`src/rtl/id_decode_pipe.sv`:
```
// ---------------------------------------------------------------------------
// id_decode_pipe
//
// Registered instruction-decode stage for the RV32I core. An instruction and
// its PC arrive from IF over a valid/ready handshake. They are decoded
// combinationally: class flags, immediate format, the sign-extended immediate
// and the register indices. The result is held for EX in a one-entry output
// register. A one-entry skid buffer sits behind it so that o_ready can come
// straight from a flop.
//
// Optional feature macro: ID_PERF_CNT_EN
//   When defined, the block adds two 32-bit performance counters:
//   o_cnt_issued counts output transfers, and o_cnt_illegal counts output
//   transfers that carry an illegal instruction.
//
// Parameters:
//   XLEN      width of the PC and immediate datapath (32 or 64)
//   RESET_PC  value shown on o_pc while the stage is empty after reset
//
// Ports:
//   i_clk, i_rst_n        clock, asynchronous active-low reset
//   i_flush               synchronous kill of everything buffered
//   i_valid/o_ready       upstream handshake (o_ready = ~skid_valid)
//   i_instr, i_pc         instruction word and its PC
//   o_valid/i_ready       downstream handshake
//   o_pc, o_imm           PC and sign-extended immediate
//   o_imm_sel             0=I 1=S 2=B 3=U 4=J 5=shamt 7=none
//   o_rd, o_rs1, o_rs2    register indices, zero when unused by the format
//   o_is_load/store/branch/jump, o_illegal   instruction class
//   o_cnt_issued, o_cnt_illegal              perf counters (feature only)
// ---------------------------------------------------------------------------
module id_decode_pipe #(
    parameter int              XLEN     = 32,
    parameter logic [XLEN-1:0] RESET_PC = '0
) (
    input  logic            i_clk,
    input  logic            i_rst_n,
    input  logic            i_flush,
    input  logic            i_valid,
    output logic            o_ready,
    input  logic [31:0]     i_instr,
    input  logic [XLEN-1:0] i_pc,
    output logic            o_valid,
    input  logic            i_ready,
    output logic [XLEN-1:0] o_pc,
    output logic [XLEN-1:0] o_imm,
    output logic [2:0]      o_imm_sel,
    output logic [4:0]      o_rd,
    output logic [4:0]      o_rs1,
    output logic [4:0]      o_rs2,
    output logic            o_is_load,
    output logic            o_is_store,
    output logic            o_is_branch,
    output logic            o_is_jump,
    output logic            o_illegal
`ifdef ID_PERF_CNT_EN
    ,
    output logic [31:0]     o_cnt_issued,
    output logic [31:0]     o_cnt_illegal
`endif
);

    localparam logic [6:0] OPC_OP     = 7'b0110011;
    localparam logic [6:0] OPC_OP_IMM = 7'b0010011;
    localparam logic [6:0] OPC_LOAD   = 7'b0000011;
    localparam logic [6:0] OPC_STORE  = 7'b0100011;
    localparam logic [6:0] OPC_BRANCH = 7'b1100011;
    localparam logic [6:0] OPC_JAL    = 7'b1101111;
    localparam logic [6:0] OPC_JALR   = 7'b1100111;
    localparam logic [6:0] OPC_LUI    = 7'b0110111;
    localparam logic [6:0] OPC_AUIPC  = 7'b0010111;

    localparam logic [2:0] SEL_I     = 3'd0;
    localparam logic [2:0] SEL_S     = 3'd1;
    localparam logic [2:0] SEL_B     = 3'd2;
    localparam logic [2:0] SEL_U     = 3'd3;
    localparam logic [2:0] SEL_J     = 3'd4;
    localparam logic [2:0] SEL_SHAMT = 3'd5;
    localparam logic [2:0] SEL_NONE  = 3'd7;

    localparam logic [6:0] F7_BASE = 7'b0000000;
    localparam logic [6:0] F7_ALT  = 7'b0100000;

    // One decoded instruction as held in the output register or skid entry.
    typedef struct packed {
        logic [XLEN-1:0] pc;
        logic [XLEN-1:0] imm;
        logic [2:0]      sel;
        logic [4:0]      rd;
        logic [4:0]      rs1;
        logic [4:0]      rs2;
        logic            is_load;
        logic            is_store;
        logic            is_branch;
        logic            is_jump;
        logic            illegal;
    } entry_t;

    function automatic entry_t empty_entry();
        entry_t e;
        e     = '0;
        e.pc  = RESET_PC;
        e.sel = SEL_NONE;
        return e;
    endfunction

    entry_t dec;
    entry_t out_q;
    entry_t sk_q;
    logic   out_valid;
    logic   sk_valid;
    logic   accept;

    logic [6:0]  opcode;
    logic [2:0]  funct3;
    logic [6:0]  funct7;
    logic        legal;
    logic        use_rd;
    logic        use_rs1;
    logic        use_rs2;
    logic [31:0] imm32;

    assign opcode = i_instr[6:0];
    assign funct3 = i_instr[14:12];
    assign funct7 = i_instr[31:25];

    // Combinational decode of the offered instruction. The format is chosen
    // first. An illegal encoding then wipes the format, flags and register
    // fields, so EX only sees the illegal bit. The 32-bit immediate is
    // widened with a signed cast. Shift amounts have bit 31 clear, so the
    // cast leaves them zero-extended.
    always_comb begin
        dec     = '0;
        dec.pc  = i_pc;
        dec.sel = SEL_NONE;
        legal   = 1'b0;
        use_rd  = 1'b0;
        use_rs1 = 1'b0;
        use_rs2 = 1'b0;
        imm32   = '0;

        case (opcode)
            OPC_OP: begin
                legal   = (funct7 == F7_BASE) ||
                          ((funct7 == F7_ALT) && ((funct3 == 3'b000) || (funct3 == 3'b101)));
                use_rd  = 1'b1;
                use_rs1 = 1'b1;
                use_rs2 = 1'b1;
            end
            OPC_OP_IMM: begin
                use_rd  = 1'b1;
                use_rs1 = 1'b1;
                if (funct3 == 3'b001) begin
                    legal   = (funct7 == F7_BASE);
                    dec.sel = SEL_SHAMT;
                end else if (funct3 == 3'b101) begin
                    legal   = (funct7 == F7_BASE) || (funct7 == F7_ALT);
                    dec.sel = SEL_SHAMT;
                end else begin
                    legal   = 1'b1;
                    dec.sel = SEL_I;
                end
            end
            OPC_LOAD: begin
                legal       = (funct3 != 3'b011) && (funct3 != 3'b110) && (funct3 != 3'b111);
                dec.sel     = SEL_I;
                dec.is_load = 1'b1;
                use_rd      = 1'b1;
                use_rs1     = 1'b1;
            end
            OPC_STORE: begin
                legal        = (funct3 == 3'b000) || (funct3 == 3'b001) || (funct3 == 3'b010);
                dec.sel      = SEL_S;
                dec.is_store = 1'b1;
                use_rs1      = 1'b1;
                use_rs2      = 1'b1;
            end
            OPC_BRANCH: begin
                legal         = (funct3 != 3'b010) && (funct3 != 3'b011);
                dec.sel       = SEL_B;
                dec.is_branch = 1'b1;
                use_rs1       = 1'b1;
                use_rs2       = 1'b1;
            end
            OPC_JAL: begin
                legal       = 1'b1;
                dec.sel     = SEL_J;
                dec.is_jump = 1'b1;
                use_rd      = 1'b1;
            end
            OPC_JALR: begin
                legal       = (funct3 == 3'b000);
                dec.sel     = SEL_I;
                dec.is_jump = 1'b1;
                use_rd      = 1'b1;
                use_rs1     = 1'b1;
            end
            OPC_LUI, OPC_AUIPC: begin
                legal   = 1'b1;
                dec.sel = SEL_U;
                use_rd  = 1'b1;
            end
            default: begin
                legal = 1'b0;
            end
        endcase

        if (!legal) begin
            dec.sel       = SEL_NONE;
            dec.is_load   = 1'b0;
            dec.is_store  = 1'b0;
            dec.is_branch = 1'b0;
            dec.is_jump   = 1'b0;
            dec.illegal   = 1'b1;
            use_rd        = 1'b0;
            use_rs1       = 1'b0;
            use_rs2       = 1'b0;
        end

        case (dec.sel)
            SEL_I:     imm32 = {{20{i_instr[31]}}, i_instr[31:20]};
            SEL_S:     imm32 = {{20{i_instr[31]}}, i_instr[31:25], i_instr[11:7]};
            SEL_B:     imm32 = {{19{i_instr[31]}}, i_instr[31], i_instr[7],
                                i_instr[30:25], i_instr[11:8], 1'b0};
            SEL_U:     imm32 = {i_instr[31:12], 12'b0};
            SEL_J:     imm32 = {{11{i_instr[31]}}, i_instr[31], i_instr[19:12],
                                i_instr[20], i_instr[30:21], 1'b0};
            SEL_SHAMT: imm32 = {27'b0, i_instr[24:20]};
            default:   imm32 = '0;
        endcase

        dec.imm = XLEN'(signed'(imm32));
        dec.rd  = use_rd  ? i_instr[11:7]  : 5'd0;
        dec.rs1 = use_rs1 ? i_instr[19:15] : 5'd0;
        dec.rs2 = use_rs2 ? i_instr[24:20] : 5'd0;
    end

    assign accept = i_valid & ~sk_valid;

    // Output register plus skid entry. While the skid entry is full, o_ready
    // is low, so a new instruction cannot arrive. The only event left is EX
    // draining the output register, which promotes the skid entry. Otherwise
    // a new instruction goes to the output register if it is free or being
    // consumed this cycle, and into the skid entry if not. A flush beats all
    // of these: both valids drop, and the data fields are left as they were.
    always_ff @(posedge i_clk or negedge i_rst_n) begin
        if (!i_rst_n) begin
            out_q     <= empty_entry();
            sk_q      <= empty_entry();
            out_valid <= 1'b0;
            sk_valid  <= 1'b0;
        end else if (i_flush) begin
            out_valid <= 1'b0;
            sk_valid  <= 1'b0;
        end else if (sk_valid) begin
            if (i_ready) begin
                out_q    <= sk_q;
                sk_valid <= 1'b0;
            end
        end else if (accept && (!out_valid || i_ready)) begin
            out_q     <= dec;
            out_valid <= 1'b1;
        end else if (accept) begin
            sk_q     <= dec;
            sk_valid <= 1'b1;
        end else if (i_ready) begin
            out_valid <= 1'b0;
        end
    end

    assign o_ready     = ~sk_valid;
    assign o_valid     = out_valid;
    assign o_pc        = out_q.pc;
    assign o_imm       = out_q.imm;
    assign o_imm_sel   = out_q.sel;
    assign o_rd        = out_q.rd;
    assign o_rs1       = out_q.rs1;
    assign o_rs2       = out_q.rs2;
    assign o_is_load   = out_q.is_load;
    assign o_is_store  = out_q.is_store;
    assign o_is_branch = out_q.is_branch;
    assign o_is_jump   = out_q.is_jump;
    assign o_illegal   = out_q.illegal;

`ifdef ID_PERF_CNT_EN
    logic xfer;

    // A transfer in a flush cycle is not counted. The flushed entry never
    // reaches EX as a real instruction.
    assign xfer = out_valid & i_ready & ~i_flush;

    // Both counters wrap naturally at 32 bits.
    always_ff @(posedge i_clk or negedge i_rst_n) begin
        if (!i_rst_n) begin
            o_cnt_issued  <= '0;
            o_cnt_illegal <= '0;
        end else if (xfer) begin
            o_cnt_issued <= o_cnt_issued + 32'd1;
            if (out_q.illegal) begin
                o_cnt_illegal <= o_cnt_illegal + 32'd1;
            end
        end
    end
`endif

endmodule
```
`config.mk`:
```
export PLATFORM = sky130hd
export DESIGN_NAME = id_decode_pipe
export DESIGN_NICKNAME = d
export VERILOG_FILES = /design/src/rtl/id_decode_pipe.sv
export SDC_FILE = /design/constraint.sdc
export NUM_CORES = 1
export LEC_CHECK = 0
export CAP_MARGIN = 0
export CORE_MARGIN = 5
export CORE_UTILIZATION = 50
export DETAILED_ROUTE_END_ITERATION = 16
export PLACE_DENSITY_LB_ADDON = 0.1
export SLEW_MARGIN = 20
export SYNTH_ARGS = -nofsm -noshare
export SYNTH_HDL_FRONTEND = slang
export SYNTH_SLANG_ARGS = --single-unit
```
`constraint.sdc`:
```
create_clock -name i_clk -period 2.7 [get_ports i_clk]
set_input_delay 0.405 -clock i_clk [delete_from_list [all_inputs] [get_ports i_clk]]
set_output_delay 0.405 -clock i_clk [all_outputs]
set_load 0.03 [all_outputs]
```
# After elaboration in Yosys (flattened, before gate mapping)
# Cells that the tools add are included.
totals:
  ff_bits: 176
  latchBits: 0
  ramBits: 0
  rom_bits: 0
  out_inout_bits: 89
  word_cells: 115
  n_memories: 0
op_classes:
  n_addsub: 0
  multipliers: 0
  div_mod_pow: 0
  order_cmp: 0
  n_eq_ne: 25
  n_shift: 0
  muxes: 35
  bitwise_logic: 4
  reduce_logical: 27
op_table:
  columns: ["op", "n"]
  rows:
  - ["two-way mux 87 bit", 3]
  - ["one-hot mux 32 bit (6 select lines)", 1]
  - ["equality test 7 x 6 -> 1 bit (second input constant)", 4]
  - ["two-way mux 1 bit", 22]
  - ["equality test 7 bit (second input constant)", 3]
  - ["two-way mux 5 bit", 4]
  - ["one-hot mux 3 bit (6 select lines)", 1]
  - ["equality test 7 x 5 -> 1 bit (second input constant)", 2]
  - ["equality test 3 x 2 -> 1 bit (second input constant)", 3]
  - ["equality test 3 bit (second input constant)", 3]
  - ["two-way mux 3 bit", 3]
  - ["!= test 3 x 2 -> 1 bit (second input constant)", 3]
  - ["equality test 7 x 2 -> 1 bit (second input constant)", 1]
  - ["logical NOT 7 bit", 1]
  - ["one-hot mux 1 bit (7 select lines)", 1]
  - ["OR reduction 7 bit", 1]
  - ["equality test 3 x 1 -> 1 bit (second input constant)", 2]
  - ["logical NOT 3 bit", 2]
  - ["logical OR 1 bit", 6]
  - ["!= test 3 bit (second input constant)", 2]
  - ["AND reduction 3 bit", 2]
  - ["OR reduction 2 bit", 3]
  - ["OR reduction 3 bit", 2]
  - ["OR reduction 6 bit", 1]
  - ["8 further kinds", 15]

# Logic depth before layout (Yosys ltp)
logic_depth:
  ltp_word: 10
  mapped_depth: 10
  mapped_depth_nobuf: 6

# Worst setup path after synthesis
# OpenSTA, ideal clock, no wires.
synth_path:
  path_type: "input -> register"
  start: "in i_instr[14]"
  end: "reg sk_q[43] (netlist bit)"
  setup_ns: 0.126
  arrival_ns: 1.973
  slack_ns: 0.602
  cell_stages: 9
  n_path_buf: 3
  path_cell_list: "buf_2 > nand2b_1 > a311oi_1 > o32ai_1 > or2_1 > buf_6 > a211oi_4 > buf_6 > a21oi_2"
synth_between:
  elab_chain_len: 8
  word_cells_on_any_way: 30
  classes_between: "12 x eq/ne; 8 x mux; 10 x reduce/logical"
synth_lines:
  columns: ["element", "line_no", "text"]
  rows:
  - ["from (decl)", "41", "input logic [31:0] i_instr,"]
  - ["equality test 3 bit / logical NOT 3 bit (equally long branches)", null, null]
  - ["logical OR 1 bit", "145", "((funct7 == F7_ALT) && ((funct3 == 3'b000) || (funct3 == 3'b101)));"]
  - ["logical AND 1 bit", "145", null]
  - ["logical OR 1 bit", "144", "legal = (funct7 == F7_BASE) ||"]
  - ["one-hot mux 1 bit (7 select lines)", "142", "case (opcode)"]
  - ["two-way mux 3 bit *", "208", "if (!legal) begin"]
  - ["equality test 3 bit, or another cell as far along", "220", "case (dec.sel)"]
  - ["one-hot mux 32 bit (6 select lines) *", "220", null]
  - ["to (signal assigned)", "249", "sk_q <= empty_entry();"]
  - ["to (decl)", "109", "entry_t sk_q;"]
# Mark *: on every way between the ends. The rest lies on a longest branch, timed or not.
# A chain may end at the register's enable or synchronous reset.

# Worst setup path after layout
layout_path:
  start: "in i_instr[2]"
  end: "reg out_q (netlist bit o_imm[10])"
layout_between:
  elab_chain_len: 8
  word_cells_on_any_way: 24
  classes_between: "14 x eq/ne; 6 x mux; 4 x reduce/logical"
layout_lines:
  columns: ["element", "line_no", "text"]
  rows:
  - ["equality test 7 bit, or another cell as far along", "142", null]
  - ["OR reduction 3 bit (no source line), or another cell as far along", null, null]
  - ["one-hot mux 1 bit (7 select lines) / one-hot mux 3 bit (6 select lines) (equally long branches)", "142", null]
  - ["two-way mux 3 bit *", "208", null]
  - ["equality test 3 bit, or another cell as far along", "220", null]
  - ["one-hot mux 32 bit (6 select lines) *", "220", null]
  - ["two-way mux 87 bit *", "260", "end else if (accept && (!out_valid || i_ready)) begin"]
  - ["two-way mux 87 bit *", "255", "end else if (sk_valid) begin"]
  - ["to (signal assigned)", "248", "out_q <= empty_entry();"]
  - ["to (signal assigned)", "257", "out_q <= sk_q;"]
  - ["to (decl)", "108", "entry_t out_q;"]
# Mark *: on every way between the ends. The rest lies on a longest branch, timed or not. The select of a mux whose other input is x is not followed.

==> qor.yml <==
ctsLongestPathBuffers: 2
maxSlewViolCount: 0
layout.cell_area.non_filler_mm2: 0.0108
hold_end: "sk_q[54]"
top_signal_layer_used: "met4"
max_clock_freq_mhz: 403
r2r-end: "sk_q[45]"
clock_skew_ps: 8.59
die_outline_area_mm2: 0.0187
ys.flop_type: "sky130_fd_sc_hd__dfrtp_1"
crit_path_max_fanout: 6
core.rowCount: 46
drc: 0
antenna_cells: 0
grt_overflow: 0
vdd.ir_drop.worst_v: 0.000445
cts.clk_slew.worst_paths_ps: 60
fin_crit_share_pct: 91.9
finalHoldViolations: 0
first_global_vias: 6954
antenna_found_initial: 0
drtAntennaViolNets: 0
drtIter0Drc: 498
clkSinkCount: 176
critical_path.endpoint_type: "register"
cp_data_required_time_ps: 3020
grt_setup_unrepaired: "false"
grt_util_all_layers_pct: 24.0
syn_nets: 930
synth_enable_flop_cells: 0
num-nets-final: 1107
fin_tns_setup_ps: 0
synthArstFlopShare_pct: 100
synth-seq-area-share_pct: 55.1
io_buffers: 157
globalplace.congestion: 0.916
detailed_place_hpwl_mm: 15.0
cp_data_arrival_time_ps: 2800
setup_viol: 0
detail_route.vias_per_cell: 5.51
stdcell_count: 1267
wl_per_cell_um: 17.3
tritoncts_clock_tree: "done"
p_per_area_mw_per_mm2: 676
hold_class: "reg -> reg"
run_status: "completed"
m1WireLength_mm: 9.79
avgSynthCellArea_um2: 9.31
worst_slew_margin_rel_pct: 49.8
min_cycle_time_layout_ps: 2480
grt_max_degree: 86
wire_length_of_the_first_global_routing_pass_mm: 35.6
syn-instance-count: 861
wirelength_mm: 21.9
max_cap_viols: 0
layout.area.seq_mm2: 0.00442
utilization_pct: 67.9
syn2layout_area_growth_pct: 34.2
num-fill-cells: 1291
route.met2.wl_mm: 10.5
drive_above_1_share_pct: 11.8
yosys_warnings: 0
synth_cell_area_mm2: 0.00801
hold_path_startpoint: "sk_q[54]"
transition_time_at_the_pin_with_the_least_slew_margin_ps: 754
htree_num_levels: 4
met3RoutedLength_mm: 1.30
vias: 6979
worst-r2r-setup-slack_ps: 680
flop_and_latch_count_out_of_synthesis: 176
power_leakage_nw: 4.61
clockRootBuffer: "sky130_fd_sc_hd__clkbuf_16"
die-width_um: 137
cts_inserted_buffers: 17
min_delay_path_depth: 2
worstSetupStartpointType: "primary input"
placeableCoreArea_mm2: 0.0158
multi_input_area_mm2: 0.00334
initial_utilization_pct: 50.6
design.portCount: 158
placed_cells_incl_taps: 1233
finalHoldWorstSlack_ps: 476
floorplan.die.height_um: 137
synth_cell_types: 55
placement.cell_area_mm2: 0.0101
drt-pass1-iter-count: 5
clk_latency_ps: 430
worst_reg2reg_path_startpoint: "sk_valid"
worst-setup-path-type: "in -> reg"
worstRegToRegCells: 8
## stage by stage
step                total power, mW  setup slack (ps)
finish                         7.27               219
floorplan                      4.16               602
global route                   7.61              77.8
CTS                            7.33              68.5
detailed placement             4.93              -380
global placement               4.88              -330
## Yosys cell counts (all sizes together), types with 2 or more instances
cell type    n  area share [%]
nand2      238              11
dfrtp      170              53
o21ai       98             6.1
nor2        58             2.7
a21oi       57             4.0
clkbuf      47             2.2
mux2i       33             4.1
or3         16             1.2
buf         14             1.2
and3        13             1.0
o211ai      12             1.1
a31oi       11             1.0
a221o       10             1.2
a32oi        9            0.98
nor3         9            0.56
a221oi       6            0.66
dfstp        6             2.0
a22o         5            0.55
nand3        5            0.31
inv          4            0.19
nand4        4            0.31
nand2b       3            0.23
o21a         3            0.28
a211oi       2            0.34
a311oi       2            0.30
and2         2            0.16
nand4b       2            0.30
nor2b        2            0.16
nor3b        2            0.31
o2111ai      2            0.22
or2          2            0.16
## worst max-delay path by stage
| stage | slack [ps] | cells past startpoint | from | to |
|---|---|---|---|---|
| 6_report | 220 | 9 | i_instr[2] | o_imm[10] |
| 5_1_grt | 80 | 8 | i_instr[26] | o_imm[7] |
| 4_1_cts | 70 | 8 | i_instr[12] | sk_q[53] |
| 3_5_place_dp | -380 | 8 | i_instr[12] | sk_q[53] |
| 3_3_place_gp | -330 | 7 | i_instr[2] | sk_q[53] |
| 2_1_floorplan | 600 | 9 | i_instr[14] | sk_q[43] |
## flip-flops by register name, indices dropped and copies added, names as in the netlist
name and flops:
o_is_load 1, o_rd 5, sk_q 87, o_imm 32, sk_valid 1, o_imm_sel 3, o_valid 1, o_pc 32
o_is_branch 1, o_illegal 1, o_rs2 5, o_rs1 5, o_is_jump 1, o_is_store 1
## area by class of cell
type | count | area share (%)
flip-flops and latches | 176 | 41.1
multi-input cells | 620 | 31.1
repair buffers | 219 | 19.9
clock buffers | 18 | 4.08
well taps | 216 | 2.51
clock inverters | 14 | 1.21
inverters | 4 | 0.140
## worst max-delay path, cell delays in order
cell	delay (ps)
sky130_fd_sc_hd__clkdlybuf4s50_1	510
sky130_fd_sc_hd__buf_4	130
sky130_fd_sc_hd__nor4bb_1	390
sky130_fd_sc_hd__nand3_1	220
sky130_fd_sc_hd__o211ai_1	230
sky130_fd_sc_hd__o21a_1	250
sky130_fd_sc_hd__buf_4	140
sky130_fd_sc_hd__a311oi_2	190
sky130_fd_sc_hd__a221oi_1	340
## layout by cell type (no fill, tap or decap), types with 3 or more instances in the layout
master	Yosys	final
sky130_fd_sc_hd__a21oi_1	47	47
sky130_fd_sc_hd__a21oi_2	10	10
sky130_fd_sc_hd__a221o_1	10	10
sky130_fd_sc_hd__a221oi_1	6	6
sky130_fd_sc_hd__a22o_1	5	5
sky130_fd_sc_hd__a31oi_1	9	9
sky130_fd_sc_hd__a32oi_1	9	9
sky130_fd_sc_hd__and3_1	13	12
sky130_fd_sc_hd__buf_12	0	8
sky130_fd_sc_hd__buf_4	2	53
sky130_fd_sc_hd__clkbuf_16	0	17
sky130_fd_sc_hd__clkdlybuf4s50_1	0	156
sky130_fd_sc_hd__clkinvlp_4	0	5
sky130_fd_sc_hd__dfrtp_1	170	169
sky130_fd_sc_hd__dfstp_2	6	6
sky130_fd_sc_hd__inv_1	4	4
sky130_fd_sc_hd__inv_6	0	5
sky130_fd_sc_hd__mux2i_1	33	33
sky130_fd_sc_hd__nand2_1	238	238
sky130_fd_sc_hd__nand2b_1	3	3
sky130_fd_sc_hd__nand3_1	5	4
sky130_fd_sc_hd__nand4_1	4	4
sky130_fd_sc_hd__nor2_1	58	58
sky130_fd_sc_hd__nor3_1	9	9
sky130_fd_sc_hd__o211ai_1	12	12
sky130_fd_sc_hd__o21a_1	3	3
sky130_fd_sc_hd__o21ai_0	97	97
sky130_fd_sc_hd__or3_1	16	16
## metal layers
| layer | vias up | global-route usage [%] |
|---|---|---|
| li1 | 3347 | - |
| met1 | 3367 | 33.0 |
| met2 | 240 | 38.9 |
| met3 | 25 | 4.49 |
| met4 | 0 | 7.45 |
| met5 | - | 0 |
## cell families after synthesis
family | share of synthesized area, %
buffers and inverters | 3.64
AO/OA/AOI/OAI | 17.8
flip-flops | 55.1
AND/OR/NAND/NOR | 19.3
XOR/XNOR | 0.109
multiplexers | 4.12
## what timing repair did
item                                   4_1_cts  5_1_grt
setup endpoints to repair                    0       56
setup buffers                                0        1
hold buffers                                 1        0
endpoints found under the hold margin       57        0
resized for setup                            0        1
## power by group
part	internal, mW	switching [mW]
clock network	1.31	1.08
logic	0.673	0.909
registers	3.07	0.229
No activity file was read; power rests on OpenSTA's default activity.
